File: config.mk
export PLATFORM = sky130hd
export DESIGN_NAME = res_wr_ctrl
export DESIGN_NICKNAME = d
export VERILOG_FILES = /design/src/rtl/res_wr_ctrl.sv
export SDC_FILE = /design/constraint.sdc
export NUM_CORES = 1
export LEC_CHECK = 0
export BUFFER_PORTS_ARGS = -buffer_cell sky130_fd_sc_hd__buf_2
export CAP_MARGIN = 40
export CORE_ASPECT_RATIO = 0.9
export CORE_MARGIN = 2
export CORE_UTILIZATION = 49
export CTS_CLUSTER_DIAMETER = 40
export DETAILED_ROUTE_END_ITERATION = 10
export PLACE_DENSITY = 0.77
export SLEW_MARGIN = 30
export SYNTH_ARGS = -nofsm -noshare
export SYNTH_HDL_FRONTEND = slang
export SYNTH_SLANG_ARGS = --single-unit
export TNS_END_PERCENT = 5
File: constraint.sdc
create_clock -name clk -period 2.1 [get_ports clk]
set_input_delay 0.21 -clock clk [delete_from_list [all_inputs] [get_ports clk]]
set_output_delay 0.21 -clock clk [all_outputs]
set_load 0.02 [all_outputs]
File: src/rtl/res_wr_ctrl.sv
// Residual register file write sequencer: arbitrates the init (y) and upd (r) streams
// onto the single write port, then snapshots the file and reports completion.
module res_wr_ctrl #(
    parameter int DATA_W = 16,
    parameter int SIZE   = 32,
    parameter int ADDR_W = 5
) (
    input  logic              clk,
    input  logic              rst,
    input  logic              init_start,
    input  logic              upd_start,
    input  logic              abort,
    input  logic              init_valid,
    input  logic [DATA_W-1:0] init_data,
    output logic              init_ready,
    input  logic              upd_valid,
    input  logic [DATA_W-1:0] upd_data,
    output logic              upd_ready,
    output logic [ADDR_W-1:0] wr_addr,
    output logic              wr_en,
    output logic [DATA_W-1:0] wr_data,
    output logic              rd_en,
    output logic              res_valid,
    output logic              res_src,
    output logic              busy,
    output logic [7:0]        iter_cnt
);

    // state  | meaning
    // IDLE   | no job; dispatch pending init first, then pending upd
    // LOAD_I | streaming y from ROM into addresses 0..SIZE-1
    // LOAD_U | streaming updated residual into addresses 0..SIZE-1
    // WAIT   | final write beat in flight
    // SNAP   | rd_en strobe: file Q captures the new vector
    // DONE   | res_valid pulse with res_src
    typedef enum logic [2:0] {IDLE, LOAD_I, LOAD_U, WAIT, SNAP, DONE} state_t;

    localparam logic [ADDR_W-1:0] LAST = ADDR_W'(SIZE - 1);

    state_t            state;
    logic [ADDR_W-1:0] cnt;
    logic              pend_i;
    logic              pend_u;
    logic              src;
    logic              accept;
    logic [DATA_W-1:0] sample;

    assign init_ready = (state == LOAD_I);
    assign upd_ready  = (state == LOAD_U);
    assign busy       = (state != IDLE);
    assign accept     = (init_valid && init_ready) || (upd_valid && upd_ready);
    assign sample     = (state == LOAD_U) ? upd_data : init_data;

    always_ff @(posedge clk or posedge rst) begin
        if (rst) begin
            state     <= IDLE;
            cnt       <= '0;
            pend_i    <= 1'b0;
            pend_u    <= 1'b0;
            src       <= 1'b0;
            wr_addr   <= '0;
            wr_en     <= 1'b0;
            wr_data   <= '0;
            rd_en     <= 1'b0;
            res_valid <= 1'b0;
            res_src   <= 1'b0;
            iter_cnt  <= '0;
        end else begin
            wr_en     <= 1'b0;
            rd_en     <= 1'b0;
            res_valid <= 1'b0;
            pend_i    <= pend_i | init_start;
            pend_u    <= pend_u | upd_start;

            // A sample accepted in an abort cycle is still written; only the snapshot is lost.
            if (accept) begin
                wr_en   <= 1'b1;
                wr_addr <= cnt;
                wr_data <= sample;
                cnt     <= (cnt == LAST) ? '0 : cnt + 1'b1;
            end

            if (abort) begin
                state  <= IDLE;
                cnt    <= '0;
                pend_i <= 1'b0;
                pend_u <= 1'b0;
            end else begin
                case (state)
                    IDLE: begin
                        if (pend_i || init_start) begin
                            state  <= LOAD_I;
                            pend_i <= 1'b0;
                            src    <= 1'b0;
                        end else if (pend_u || upd_start) begin
                            state  <= LOAD_U;
                            pend_u <= 1'b0;
                            src    <= 1'b1;
                        end
                    end
                    LOAD_I, LOAD_U: begin
                        if (accept && cnt == LAST)
                            state <= WAIT;
                    end
                    WAIT: begin
                        state <= SNAP;
                        rd_en <= 1'b1;
                    end
                    SNAP: begin
                        state     <= DONE;
                        res_valid <= 1'b1;
                        res_src   <= src;
                        if (!src)
                            iter_cnt <= '0;
                        else if (iter_cnt != 8'hFF)
                            iter_cnt <= iter_cnt + 8'd1;
                    end
                    DONE: begin
                        state <= IDLE;
                    end
                    default: begin
                        state <= IDLE;
                    end
                endcase
            end
        end
    end

endmodule

Word level (Yosys, flattened, before mapping)
Index checks and enable logic that the tools add are counted.
{ "totals": {"mem_bits_ro": 0, "ram_bits": 0, "latchBits": 0, "output_inout_bits": 36, "register_bits": 44, "memories": 0} }
{ "classes": {"order_cmp": 0, "n_reduce_logical": 15, "addsub": 2, "div": 0, "mux": 25, "shifts": 0, "bitwise": 3, "n_eq_ne": 9, "n_mul": 0} }
{ "op_table": {"columns": ["op", "count"], "rows": [
  ["2-to-1 mux 16 bit", 1],
  ["2-to-1 mux 8 bit", 2],
  ["2-to-1 mux 5 bit", 3],
  ["2-to-1 mux 1 bit", 14],
  ["2-to-1 mux 3 bit", 4],
  ["one-hot mux 3 bit (4 select lines)", 1],
  ["adder 8 x 1 -> 8 bit (second input constant)", 1],
  ["!= test 8 bit (second input constant)", 1],
  ["== test 3 x 2 -> 1 bit (second input constant)", 2],
  ["AND reduction 3 bit", 2],
  ["adder 5 x 1 -> 5 bit (second input constant)", 1],
  ["== test 5 bit (second input constant)", 1],
  ["!= test 4 bit (second input constant)", 1],
  ["AND reduction 2 bit", 2],
  ["nonzero test 2 bit", 2],
  ["== test 3 x 1 -> 1 bit (second input constant)", 1],
  ["== test 3 bit (second input constant)", 1],
  ["logical AND 1 bit", 3],
  ["logical NOT 3 bit", 1],
  ["logical OR 1 bit", 3],
  ["!= test 3 bit (second input constant)", 1],
  ["nonzero test 3 bit", 1],
  ["!= test 2 x 1 -> 1 bit (second input constant)", 1],
  ["OR 1 bit", 2],
  ["other kinds (2)", 2]
]} }

Depth between registers and ports, before layout
{ "depth": {"word_depth": 7, "depth_mapped": 7, "depth_no_buf": 7} }

Worst setup path before layout
No wires, ideal clock.
{ "synth_path": {"kind": "register -> register", "from": "register state[1]", "to": "register iter_cnt[7]", "required_time_ns": 2.017, "synth_period_minus_slack_ns": 1.748, "path_stages_with_launch": 5, "setup_ns": 0.083, "path_slack_ns": 0.352, "arrival_time_ns": 1.665, "cell_sequence": "dfrtp_1 or4b_4 a311oi_2 or4b_1 o21ai_0"} }
{ "synth_via": {"elab_chain_cells": 2} }
{ "synth_lines": {"columns": ["item", "line", "rtl"], "rows": [
  ["start, declared", "40", "state_t state;"],
  ["start signal, assigned", "56", "state <= IDLE;"],
  ["start signal, assigned", "84", "state <= IDLE;"],
  ["start signal, assigned", "92", "state <= LOAD_I;"],
  ["== test 3 bit", "89", "case (state)"],
  ["AND reduction 3 bit (no line)", null, null],
  ["end signal, assigned", "116", "iter_cnt <= iter_cnt + 8'd1;"],
  ["end, declared", "26", "output logic [7:0] iter_cnt"]
]} }
Every way passes these cells.
A chain may end at the register's enable or synchronous reset.

Worst setup path after layout
{ "layout_path": {"from": "register state[2]", "to": "register iter_cnt[7]"} }
Same word-level chain as after synthesis.

==> reports/results.tsv <==
metric	value	unit
Initial Util	50.8	%
Worst Skew	5.40	ps
pwr/cell area	956	nW/µm²
TritonRoute pass-1 iters	4	
number of library cell types mapped by synthesis	34	
Synth Net Count	243	
Seq/Total Area, Yosys	53.2	%
Finish-stage setup viols	0	
Clock Sink Count	44	
Top Usage Layer GRT	met2	
I/O pin count	75	
required time of the critical path	2310	ps
Avg WL per Cell	12.3	µm
fin crit period	1870	ps
Max Cap Viol	0	
dpl hpwl	3.07	mm
cts bufs inserted	5	
met2 usage	28.1	%
Final Instance Area	2610	µm²
multiplexer share of the synthesized area	12.9	%
Layout Cells excl Fill	327	
maximum VDD drop	0.544	mV
Worst EP arrival	2070	ps
Critical Path Fanout Max	7	
Routed WL	4.04	mm
Setup crit end kind	register	
Post-Synth Simple-Gate Area	15.3	%
cts repair resizes	0	
Fin Hold WS	213	ps
grt ovf	0	
worst slew pin tran	597	ps
Synth top area share	53.2	%
status	complete, no violations	
dominant cells by area after synthesis	dfrtp_1 53%, mux2i_1 9.7%, o21ai_0 6.0%	
CP Class	register to register	
Post-Synthesis Cells	201	
drt drc	0	
Min-Delay Path Class	primary input to register	
ANT nets after route	0	
dpl cell area	2520	µm²
M1 GR Usage	26.2	%
htree depth	2	
Compound-Gate Fraction of Synth Area	13.6	%
Ant. Diodes	0	
period utilization	88.9	%
RSZ-0062 raised after global routing	no	
largest family of logic cells by synthesized area	simple AND/OR/NAND/NOR gates	
Max Slew Vio Count	0	
Highest Clock Rate	0.536	GHz
initial antenna violation count	0	
Vias	1732	
postcts setup bufs	0	
gpl congestion	0.756	
Max Buffers Root-to-Sink	2	
Die Y	65.7	µm
pre-CTS setup slack	214	ps
Tot GR Track Use	18.2	%
Core ar.	4070	µm²
cell area after synthesis	2070	µm²
die area	4760	µm²
worst-skew pair later-pin latency	280	ps
Util after Layout	64.1	%
syn avg cell area	10.3	µm²
Slew HR	59.9	%
grt met3 use	3.99	%
# fillers	347	
dpl cells	319	
average via count per standard cell	5.30	
Tot Pwr	2.50	mW
yosys warns	0	
DRT iter0 DRCs	62	
xor-xnor portion of the synthesized cell area	0	%
first-pass GRT wire length	6.77	mm
post-route setup slack	233	ps
largest net degree at the start of global routing	24	
share of layout cells above drive strength 1	35.5	%
Rows	22	
root buffer cell	clkbuf_8	
area grow syn2layout	26.2	%
TritonCTS clock tree	built	
register bit total from synthesis	44	
vias in the first global route	1544	
post-synthesis adder-cell area fraction	1.81	%
CP startpoint kind	register	
die width	72.5	µm
leakage	1.35	nW
area leader, netlist	dfrtp_1	
TNS Setup	0	ps
input/output buffers	74	
Hold Violations, Final	0	
Clock Pin Slew Worst Setup and Hold Paths	80	ps
nets	321	
worst paths after layout:
| check | start | endpoint | slack (ps) | cells after the start |
|---|---|---|---|---|
| setup reg to reg | state[2] | iter_cnt[7] | 230 | 4 |
| hold reg to reg | wr_data[8] | wr_data[8] | 480 | 2 |
| max in group asynchronous | rst | wr_addr[3] | 1120 | 4 |
| min in group asynchronous | rst | iter_cnt[6] | 490 | 3 |
| setup / recovery | state[2] | iter_cnt[7] | 230 | 4 |
| hold / removal | init_data[10] | wr_data[10] | 210 | 3 |
critical path, stage by stage (launching register included):
cell      delay [ps]
dfrtp_1          460
or4b_4           500
a311oi_2         300
or4b_1           470
o21ai_0           80
state kept, by name, indices dropped and copies added, names as in the netlist:
register,cells
rd_en,1
iter_cnt,8
cnt,5
res_valid,1
wr_data,16
pend_i,1
wr_addr,5
src,1
pend_u,1
wr_en,1
res_src,1
state,3
cell usage after synthesis:
cell / number
a22o_1: 2
o31ai_1: 1
a21o_1: 2
inv_1: 5
mux2i_1: 20
a31o_2: 1
nor2_1: 17
o21ai_0: 25
buf_1: 1
nand2_1: 23
or4b_1: 2
o22ai_1: 1
buf_4: 1
nor3b_1: 2
and3_1: 2
a311oi_2: 1
or4b_4: 1
o311a_1: 1
nor3_1: 3
ha_1: 3
or2_2: 1
nor2b_1: 1
nand4_1: 3
mux2_2: 6
dfrtp_1: 44
a21oi_1: 10
a211oi_1: 1
nand3b_1: 3
a31oi_1: 3
or4_1: 1
clkbuf_1: 8
nand3_1: 4
buf_2: 1
and4_1: 1
layer usage:
metal  vias to the layer above  share of wire (%)  wire length, µm
met1                       795                 47             1900
met5                         -                  0                0
li1                        874                  -                -
met2                        61                 45             1810
met3                         2                7.6              307
met4                         0               0.42               17
where the power goes:
group          switching, mW  internal, mW
logic                  0.534         0.321
clock network          0.249         0.226
registers              0.126          1.04
kinds of logic after synthesis:
logic type               Yosys count
multiplexers                      26
flip-flops                        44
adder cells (fa/ha/maj)            3
buffers and inverters             16
AND/OR/NAND/NOR                   64
AO/OA/AOI/OAI                     48
cells in the final DEF, fill, tap and decap left out, types with 2 or more instances in the layout:
cell | netlist | layout
clkbuf_8 | 0 | 5
nor3_1 | 3 | 3
a22o_1 | 2 | 2
nor2_1 | 17 | 17
a21o_1 | 2 | 2
and3_1 | 2 | 2
nand2_1 | 23 | 23
nand3_1 | 4 | 4
a31oi_1 | 3 | 3
mux2_2 | 6 | 6
a21oi_1 | 10 | 10
dfrtp_1 | 44 | 44
ha_1 | 3 | 3
o21ai_0 | 25 | 25
nand4_1 | 3 | 3
nand3b_1 | 3 | 3
buf_2 | 1 | 74
mux2i_1 | 20 | 20
or4b_1 | 2 | 2
inv_1 | 5 | 4
buf_4 | 1 | 6
layout make-up:
type,count,area (µm²),area share [%]
Timing Repair Buffer,82,445,17.1
Inverter,5,18.8,0.719
Clock inverter,1,5.00,0.192
Tap cell,48,60.1,2.30
Clock buffer,6,72.6,2.78
Multi-Input combinational cell,141,908,34.8
Sequential cell,44,1100,42.2
what timing repair did:
| action | 4_1_cts | 5_1_grt |
|---|---|---|
| hold buffers | 1 | 0 |
| endpoints found under the hold margin | 22 | 0 |
| setup endpoints to repair | 0 | 0 |
Power figures use the tool's default switching activity.
